### src/rtl/ps2_pkg.sv
// Shared scan-code constants, decoder state encoding and key-event record
// for the PS/2 key decoder and its event FIFO.
package ps2_pkg;

  localparam logic [7:0] SC_EXT   = 8'hE0;
  localparam logic [7:0] SC_BRK   = 8'hF0;
  localparam logic [7:0] SC_PAUSE = 8'hE1;
  localparam logic [7:0] SC_ERR0  = 8'h00;
  localparam logic [7:0] SC_ERR1  = 8'hFF;
  localparam logic [7:0] SC_UP    = 8'h75;
  localparam logic [7:0] SC_DOWN  = 8'h72;
  localparam logic [7:0] SC_LEFT  = 8'h6B;
  localparam logic [7:0] SC_RIGHT = 8'h74;

  typedef enum logic [1:0] {
    ST_IDLE    = 2'd0,
    ST_EXT     = 2'd1,
    ST_BRK     = 2'd2,
    ST_EXT_BRK = 2'd3
  } state_t;

  typedef struct packed {
    logic       ext;
    logic       brk;
    logic [7:0] code;
  } evt_t;

  localparam int EVT_W = 10;

  function automatic evt_t mk_evt(input logic ext, input logic brk, input logic [7:0] code);
    evt_t e;
    e.ext  = ext;
    e.brk  = brk;
    e.code = code;
    return e;
  endfunction

  // Pause and keyboard error/overrun bytes abort any partial sequence.
  function automatic logic is_dropped(input logic [7:0] b);
    return (b == SC_PAUSE) || (b == SC_ERR0) || (b == SC_ERR1);
  endfunction

  // Bit order {up,down,left,right} to match dir_held.
  function automatic logic [3:0] arrow_mask(input logic [7:0] code);
    logic [3:0] m;
    m = 4'b0000;
    case (code)
      SC_UP:    m = 4'b1000;
      SC_DOWN:  m = 4'b0100;
      SC_LEFT:  m = 4'b0010;
      SC_RIGHT: m = 4'b0001;
      default:  m = 4'b0000;
    endcase
    return m;
  endfunction

endpackage

### src/rtl/key_evt_fifo.sv
// Show-ahead DEPTH x W FIFO with registered head/empty; push is honoured when full
// only if a pop happens on the same edge, otherwise the caller sees o_full and drops.
module key_evt_fifo #(
  parameter int DEPTH = 4,
  parameter int W     = 10
) (
  input  logic         sys_clk,
  input  logic         reset,
  input  logic         i_push,
  input  logic [W-1:0] i_dat,
  input  logic         i_pop,
  output logic [W-1:0] o_dat,
  output logic         o_full,
  output logic         o_empty
);

  localparam int AW = $clog2(DEPTH);
  localparam int CW = $clog2(DEPTH) + 1;

  logic [W-1:0]  r_mem [DEPTH];
  logic [AW-1:0] r_wptr;
  logic [AW-1:0] r_rptr;
  logic [CW-1:0] r_count;
  logic          r_vld;
  logic [W-1:0]  r_head;

  logic          w_full;
  logic          w_pop;
  logic          w_push;
  logic [AW-1:0] w_rptr_nxt;
  logic [CW-1:0] w_cnt_nxt;
  logic [W-1:0]  w_head_nxt;

  assign w_full = (r_count == CW'(DEPTH));
  assign w_pop  = i_pop & r_vld;
  assign w_push = i_push & (~w_full | w_pop);

  // Head after this edge: bypass the write when it lands on the new read slot.
  always_comb begin
    w_rptr_nxt = w_pop ? r_rptr + AW'(1) : r_rptr;
    w_cnt_nxt  = r_count + CW'(w_push) - CW'(w_pop);
    w_head_nxt = (w_push && (r_wptr == w_rptr_nxt)) ? i_dat : r_mem[w_rptr_nxt];
  end

  always_ff @(posedge sys_clk) begin
    if (!reset) begin
      for (int i = 0; i < DEPTH; i++) r_mem[i] <= '0;
      r_wptr  <= '0;
      r_rptr  <= '0;
      r_count <= '0;
      r_vld   <= 1'b0;
      r_head  <= '0;
    end else begin
      if (w_push) begin
        r_mem[r_wptr] <= i_dat;
        r_wptr        <= r_wptr + AW'(1);
      end
      r_rptr  <= w_rptr_nxt;
      r_count <= w_cnt_nxt;
      r_vld   <= (w_cnt_nxt != '0);
      r_head  <= (w_cnt_nxt != '0) ? w_head_nxt : '0;
    end
  end

  assign o_dat   = r_head;
  assign o_full  = w_full;
  assign o_empty = ~r_vld;

endmodule

### src/rtl/ps2_key_decoder.sv
// Folds E0/F0-prefixed PS/2 bytes into make/break key events, queued for the game
// logic; event visible 2 cycles after the byte strobe, dropped (sticky overflow) when full.
module ps2_key_decoder
  import ps2_pkg::*;
#(
  parameter int DEPTH   = 4,
  parameter int TIMEOUT = 50000
) (
  input  logic       sys_clk,
  input  logic       reset,
  input  logic       scan_code_ready,
  input  logic [7:0] scan_code,
  input  logic       parity_xor,
  output logic       evt_valid,
  input  logic       evt_ready,
  output logic [7:0] evt_code,
  output logic       evt_ext,
  output logic       evt_break,
  output logic [3:0] dir_held,
  output logic       overflow,
  output logic       bad_frame
);

  localparam int TW = $clog2(TIMEOUT + 1);

  state_t           r_state;
  logic             r_rdy_d;
  logic [TW-1:0]    r_tmo;
  logic             r_emit_vld;
  evt_t             r_emit;
  logic             r_bad;
  logic [3:0]       r_dir;
  logic             r_overflow;

  logic             w_byte_stb;
  logic             w_full;
  logic             w_empty;
  logic             w_pop;
  logic [EVT_W-1:0] w_head_dat;
  evt_t             w_head;

  assign w_byte_stb = scan_code_ready & ~r_rdy_d;

  // r_rdy_d resets high so a level already present at reset release is ignored.
  always_ff @(posedge sys_clk) begin
    if (!reset) begin
      r_rdy_d    <= 1'b1;
      r_state    <= ST_IDLE;
      r_tmo      <= '0;
      r_emit_vld <= 1'b0;
      r_emit     <= '0;
      r_bad      <= 1'b0;
    end else begin
      r_rdy_d    <= scan_code_ready;
      r_emit_vld <= 1'b0;
      r_bad      <= 1'b0;
      if (w_byte_stb) begin
        r_tmo <= '0;
        if (!parity_xor) begin
          r_bad   <= 1'b1;
          r_state <= ST_IDLE;
        end else if (is_dropped(scan_code)) begin
          r_state <= ST_IDLE;
        end else begin
          case (r_state)
            ST_IDLE: begin
              if (scan_code == SC_EXT)      r_state <= ST_EXT;
              else if (scan_code == SC_BRK) r_state <= ST_BRK;
              else begin
                r_emit_vld <= 1'b1;
                r_emit     <= mk_evt(1'b0, 1'b0, scan_code);
              end
            end
            ST_EXT: begin
              if (scan_code == SC_BRK)      r_state <= ST_EXT_BRK;
              else if (scan_code == SC_EXT) r_state <= ST_EXT;
              else begin
                r_emit_vld <= 1'b1;
                r_emit     <= mk_evt(1'b1, 1'b0, scan_code);
                r_state    <= ST_IDLE;
              end
            end
            ST_BRK: begin
              r_emit_vld <= 1'b1;
              r_emit     <= mk_evt(1'b0, 1'b1, scan_code);
              r_state    <= ST_IDLE;
            end
            default: begin
              r_emit_vld <= 1'b1;
              r_emit     <= mk_evt(1'b1, 1'b1, scan_code);
              r_state    <= ST_IDLE;
            end
          endcase
        end
      end else if (r_state != ST_IDLE) begin
        if (r_tmo == TW'(TIMEOUT - 1)) begin
          r_state <= ST_IDLE;
          r_tmo   <= '0;
        end else begin
          r_tmo <= r_tmo + TW'(1);
        end
      end else begin
        r_tmo <= '0;
      end
    end
  end

  assign w_pop = evt_valid & evt_ready;

  // Held-key levels track every emitted event, including ones the FIFO drops.
  always_ff @(posedge sys_clk) begin
    if (!reset) begin
      r_dir      <= 4'b0000;
      r_overflow <= 1'b0;
    end else begin
      if (r_emit_vld && r_emit.ext) begin
        if (r_emit.brk) r_dir <= r_dir & ~arrow_mask(r_emit.code);
        else            r_dir <= r_dir | arrow_mask(r_emit.code);
      end
      if (r_emit_vld && w_full && !w_pop) r_overflow <= 1'b1;
    end
  end

  key_evt_fifo #(
    .DEPTH (DEPTH),
    .W     (EVT_W)
  ) u_fifo (
    .sys_clk (sys_clk),
    .reset   (reset),
    .i_push  (r_emit_vld),
    .i_dat   (r_emit),
    .i_pop   (w_pop),
    .o_dat   (w_head_dat),
    .o_full  (w_full),
    .o_empty (w_empty)
  );

  assign w_head    = evt_t'(w_head_dat);
  assign evt_valid = ~w_empty;
  assign evt_code  = w_head.code;
  assign evt_ext   = w_head.ext;
  assign evt_break = w_head.brk;
  assign dir_held  = r_dir;
  assign overflow  = r_overflow;
  assign bad_frame = r_bad;

endmodule
### config.mk
export PLATFORM = sky130hd
export DESIGN_NAME = ps2_key_decoder
export DESIGN_NICKNAME = d
export VERILOG_FILES = /design/src/rtl/ps2_pkg.sv /design/src/rtl/key_evt_fifo.sv /design/src/rtl/ps2_key_decoder.sv
export SDC_FILE = /design/constraint.sdc
export NUM_CORES = 1
export LEC_CHECK = 0
export BUFFER_PORTS_ARGS = -buffer_cell sky130_fd_sc_hd__buf_2
export CORE_UTILIZATION = 60
export DETAILED_ROUTE_END_ITERATION = 7
export PLACE_DENSITY = 0.81
export SLEW_MARGIN = 25
export SYNTH_ARGS = -nofsm -noshare
export SYNTH_HDL_FRONTEND = slang
export SYNTH_SLANG_ARGS = --single-unit
export TNS_END_PERCENT = 1
### constraint.sdc
create_clock -name sys_clk -period 2.6 [get_ports sys_clk]
set_input_delay 0.13 -clock sys_clk [delete_from_list [all_inputs] [get_ports sys_clk]]
set_output_delay 0.13 -clock sys_clk [all_outputs]
set_load 0.1 [all_outputs]
Word-level counts from Yosys, hierarchy flattened. Memories as Yosys holds them, arrays and structs flattened. A register that Yosys moved wholly into a read port is not among the register bits. Index checks and enable logic that the tools add are counted.

Flip-flop bits (word level): 44. Memory bits (writable): 40. Input bits: 13. Output and inout port bits: 17. Logic and storage cells: 109. Memories kept: 1.

Add/sub/neg operators: 5. Equality and inequality tests: 17. Multiplexer cells: 37. Bitwise gates (word level): 15. Reductions and logical operators: 20.

Memories: u_fifo.r_mem (words 4, bits a word 10, rd ports 1, clocked after Yosys merged registers in 1, write ports 4, RTL line key_evt_fifo.sv:20) `logic [W-1:0] r_mem [DEPTH];`.

Operators with widths (count): 10-bit two-way mux (5); 8-bit by 7-bit == test with 1-bit output (second input constant) (4); 8-bit == test (second input constant) (4); 10-bit case mux with 3 select lines (1); 4-bit two-way mux (7); 2-bit two-way mux (10); 16-bit by 1-bit adder with 16-bit output (second input constant) (1); 16-bit == test (second input constant) (1); 4-bit case mux with 4 select lines (1); 1-bit two-way mux (11); 10-bit OR reduction (1); 8-bit logical NOT (1); 2-bit inequality test (second input constant) (4); 4-bit OR reduction (2); 1-bit NOT (7); 7-bit AND reduction (1); 6-bit inequality test (second input constant) (1); 2-bit nonzero test (3); 2-bit by 1-bit adder with 2-bit output (second input constant) (2); 1-bit bitwise AND (4); 4-bit bitwise AND (1); 4-bit NOT (1); 4-bit OR (1); 2-bit case mux with 2 select lines (1); other kinds (14) (19).

Longest topological paths before layout.
Word-level depth: 9. Gate-level depth with buffers: 12. Gate-level depth less buffers: 11.

Hierarchy. A second synthesis with hierarchy kept.

Cells, all modules: 453. Area total of the unflattened synthesis: 4533.1 sq um.

Modules (own cells, without submodules): key_evt_fifo (instances 1, cells an instance 275, area an instance 2927.8 sq um, seq. area each 1561.5 sq um); ps2_key_decoder (instances 1, cells an instance 178, area an instance 1605.3 sq um, seq. area each 720.7 sq um).

Least setup slack after synthesis. No wires, ideal clock.

Kind: flip-flop to flip-flop. From: register u_fifo.r_vld. To: register u_fifo.r_head[0], in the netlist u_fifo.o_dat[0], read port of u_fifo.r_mem. Setup time: 0.072 ns. Arrival time: 2.902 ns. Required time: 2.528 ns. Setup slack: -0.374 ns. Stages on the path, launching flop included: 13. Path buffers: 1. Period minus slack after synthesis: 2.974 ns. Path through: dfxtp_1 > nand2_1 > inv_1 > ha_1 > inv_1 > ha_1 > fa_1 > xnor2_1 > xnor2_1 > o31a_1 > clkbuf_1 > nand2_1 > mux2i_1.

Cells in the longest elaborated chain, start to end: 9. Elaborated cells between the ends (all ways): 10. Classes of those cells: 2 x add/sub; 1 x mux; 4 x bitwise; 3 x reduce/logical.

Ends and longest elaborated chain: start, declared (RTL line key_evt_fifo.sv:24) `logic r_vld;`; start signal, assigned (RTL line key_evt_fifo.sv:60) `r_vld <= (w_cnt_nxt != '0);`; 1-bit bitwise AND (RTL line ps2_key_decoder.sv:108) `assign w_pop = evt_valid & evt_ready;`; 1-bit bitwise AND * (RTL line key_evt_fifo.sv:35) `assign w_pop = i_pop & r_vld;`; 1-bit OR (RTL line key_evt_fifo.sv:36) `assign w_push = i_push & (~w_full | w_pop);`; 1-bit bitwise AND (RTL line key_evt_fifo.sv:36); 3-bit by 1-bit adder with 3-bit output (RTL line key_evt_fifo.sv:41) `w_cnt_nxt = r_count + CW'(w_push) - CW'(w_pop);`; 3-bit by 1-bit subtractor with 3-bit output (RTL line key_evt_fifo.sv:41); 3-bit nonzero test (RTL line key_evt_fifo.sv:61) `r_head <= (w_cnt_nxt != '0) ? w_head_nxt : '0;`; 2-bit AND reduction (no line); 1-bit logical NOT (no line); end, declared (RTL line key_evt_fifo.sv:25) `logic [W-1:0] r_head;`.

Every way passes the cells marked *; elsewhere a longest branch is shown, timed or not. A chain may end at the register's enable or synchronous reset.

Worst setup path after layout.
From: register u_fifo.r_vld. To: register u_fifo.r_head[5], in the netlist u_fifo.o_dat[5], read port of u_fifo.r_mem.

The elaborated chain is that of the path after synthesis.

==> run summary <==
STATUS
----------------------------------------------------------------------------------------
Result of the run                                                           finished clean

ROUTE
----------------------------------------------------------------------------------------
Post-detailed-route via-to-cell ratio                                              5.586
Antenna Violating Nets Remaining                                                       0
WL final                                                                         7858 um
First DRT Iteration DRCs                                                             129
Mean routed wirelength per cell                                                 15.65 um
Number of search-and-repair iterations in the first detailed-routing pass              5
Via count                                                                          2,804
Number of remaining DRC errors                                                         0

FLOORPLAN
----------------------------------------------------------------------------------------
Die H                                                                           85.42 um
Horizontal extent of the die                                                    85.42 um
Core footprint                                                                  6756 um2
I/O pins                                                                              30
Number of rows in the core area                                                       30
Initial cell density of the core                                                  61.80%
Die footprint                                                                   7297 um2

POWER AND IR DROP
----------------------------------------------------------------------------------------
Leakage power total                                                             1.782 nW
Worst vdd ir                                                                   0.3757 mV
Power density relative to cell area                                         766.2 nW/um2

FINISH
----------------------------------------------------------------------------------------
Commonest cells after routing, fill and taps aside                          dfxtp_1 (53), nand2_1 (47), edfxtp_1 (40)
Total inserted antenna cells                                                           0
Most common library cell in the layout ignoring fill and taps                    dfxtp_1
Final Net Count                                                                      434
Number of fillers in the final layout                                                523
Post-route design area                                                          4643 um2
Share of layout cells above drive strength 1                                      17.30%
Layout area overhead                                                              11.21%

CTS
----------------------------------------------------------------------------------------
Max H-tree Level                                                                       3
CTS buffer count                                                                       9
Clock transition at the registers of the reported paths                          0.09 ns
Sink count of the clock tree                                                          94
Clk root buf                                                                    clkbuf_8
Clock latency at the later pin of the worst-skew pair                            0.36 ns
Clock Tree Buf Depth                                                                   2
CTS tree                                                                             yes

GLOBAL ROUTING
----------------------------------------------------------------------------------------
Antenna violations before repair                                                       0
Largest net degree at the start of global routing                                     22
Number of global-route vias before repair                                          2,647
Global-route usage over all layers                                                23.48%
Wire length of the first global-routing pass                                   12,790 um
Grt total ovfl                                                                         0

TIMING
----------------------------------------------------------------------------------------
Total setup violations reported at the end of the flow                                 0
Worst hold slack                                                              0.06309 ns
Achievable clock frequency                                                    0.4071 GHz
Final Slew Violations                                                                  0
Transition time at the pin with the least slew margin                          0.8444 ns
Portion of the clock cycle consumed by the worst path in the final layout         94.48%
Hold violation count in the final report                                               0
Worst slew margin relative to its limit                                           43.71%
Post-layout min period                                                          2.456 ns
Worst clock skew                                                             0.009571 ns

YOSYS
----------------------------------------------------------------------------------------
Net count after synthesis                                                            400
Avg Inst Size Synth                                                            10.90 um2
Synth warn                                                                             0
Top cell type by total area after synthesis                                     edfxtp_1
Flops & latches, synth                                                                94
Synth Cell Area                                                                 4175 um2
Cell types occupying the most area after synthesis                          edfxtp_1 (29%), dfxtp_1 (26%), mux4_2 (5.4%)
Dominant register cell in the synthesized netlist                                dfxtp_1
Number of flops mapped to enable cells by yosys                                       40
Number of instances in the synthesized netlist                                       383
Seq/Total Area, Yosys                                                             54.66%
Area share of the largest cell type after synthesis                               28.77%
Number of distinct standard cells referenced by the synthesized netlist               47
Async set-or-reset flop fraction in the synthesized netlist                           0%

SETUP PATH
----------------------------------------------------------------------------------------
Worst setup EP type                                                                 flop
Biggest fanout along the worst timing path                                            21
Highest-delay cell along the critical path                                          fa_1
Launching element type of the critical path                                         flop
Type of the worst setup path                                                     reg2reg
Cell-by-cell trace of the critical path                                     nand2_1, inv_1, ha_1, inv_1, ha_1, fa_1, xnor2_1, xnor2_1, o31a_4, nand2_1, mux2i_1
Required arrival time at the worst endpoint                                      2.88 ns
Arrival time reported for the critical path endpoint                             2.74 ns
Longest individual stage delay on the worst path                                 0.39 ns

WORST HOLD PATH
----------------------------------------------------------------------------------------
Class of the worst hold path                                                      in2reg

PLACEMENT
----------------------------------------------------------------------------------------
Instance area at placement                                                      4415 um2
Quantity of I/O buffers inserted on ports                                             29
Final GP Congestion                                                               0.7842
Dpl hpwl                                                                         5321 um

RUN
----------------------------------------------------------------------------------------
Reported max-cap violation count                                                       0

logic make-up (layout without fill, tap and decap cells):
| kind of cell | count (synthesis) | in the layout | synth area share (%) |
|---|---|---|---|
| AO/OA/AOI/OAI | 24 | 24 | 4.465 |
| XOR/XNOR | 21 | 21 | 4.405 |
| adder cells (fa/ha/maj) | 4 | 4 | 1.379 |
| buffers and inverters | 41 | 80 | 4.315 |
| flip-flops | 94 | 94 | 54.66 |
| multiplexers | 31 | 31 | 10.43 |
| AND/OR/NAND/NOR | 168 | 168 | 20.35 |
synth_stat cells (all sizes together) (2+ instances only):
library cell and instances:
a211o 2, a21oi 5, mux2i 21, clkbuf 10
or3 2, nor2b 12, edfxtp 40, inv 22
ha 3, buf 9, and3 4, nor3 4
nand2b 4, nand2 47, mux4 10, o31ai 2
a31oi 2, nand4 5, nand3 8, dfxtp 54
nand4b 3, o21ai 3, xor2 10, and2 26
nor2 39, nor4 4, o211a 3, nand3b 4
xnor2 11, or4 3
flip-flops by register name (all words and copies together) (netlist names), named ones only:
register        flops
u_fifo.o_dat       10
r_state             2
r_rdy_d             1
u_fifo.r_mem       40
u_fifo.r_rptr       2
u_fifo.r_vld        1
u_fifo.r_wptr       2
overflow            1
r_emit_vld          1
r_tmo              16
u_fifo.r_count      3
bad_frame           1
r_emit             10
per-stage QoR:
stage	setup TNS (ns)	power [mW]	std cells	utilization [%]	worst slack, ns
CTS	0	3.554	502	68.61	0.04159
finish	0	3.558	502	68.72	0.1435
floorplan	0	2.470	383	-	0.1364
global placement	-0.07585	2.581	484	65.35	-0.009525
global route	-0.03529	3.699	502	68.72	-0.01831
detailed placement	-1.634	2.605	484	65.35	-0.2058
critical path: cells and delay by family (launching register included):
family                   cells  cell delay (ns)
XOR/XNOR                     2             0.38
AO/OA/AOI/OAI                1             0.31
multiplexers                 1             0.15
buffers and inverters        2             0.10
flip-flops                   1             0.36
AND/OR/NAND/NOR              2             0.24
adder cells (fa/ha/maj)      3             0.85
routing by layer:
layer	track usage [%]	part of all wire, %	vias to the layer above
li1	-	-	1390
met1	29.69	45	1332
met2	39.27	49	69
met3	3.988	3.6	13
met4	11.52	2.0	0
met5	0	0	-
final timing paths:
| kind | start | endpoint | slack [ns] | depth (start not counted) |
|---|---|---|---|---|
| worst min-delay path | scan_code[7] | r_emit[7] | 0.06 | 3 |
| worst max register to register | u_fifo.r_vld | u_fifo.o_dat[5] | 0.14 | 11 |
| worst max-delay path | u_fifo.r_vld | u_fifo.o_dat[5] | 0.14 | 11 |
| worst min register to register | r_tmo[0] | r_tmo[0] | 0.47 | 1 |
report_power, final:
| part | total [mW] | internal [mW] | switching (mW) |
|---|---|---|---|
| logic | 0.915 | 0.246 | 0.669 |
| registers | 1.68 | 1.64 | 0.0436 |
| clock network | 0.963 | 0.467 | 0.496 |
final cells by class:
class | count | area, um2 | share of cell area (%)
clock inverter | 6 | 61.31 | 1.320
clock buffer | 10 | 137.6 | 2.964
sequential | 94 | 2286 | 49.23
timing repair buffer | 42 | 247.7 | 5.336
multi-input combinational | 248 | 1728 | 37.21
inverter | 22 | 82.58 | 1.778
tap | 80 | 100.1 | 2.156
what timing repair did:
action                                  CTS  global route
hold endpoints to repair                  2             0
hold buffers                              2             0
endpoints found under the setup margin   11            10
pin swaps                                 0             0
buffers inserted                          0             0
gates resized for setup                   1             1
(Power assumes the default switching activity.)
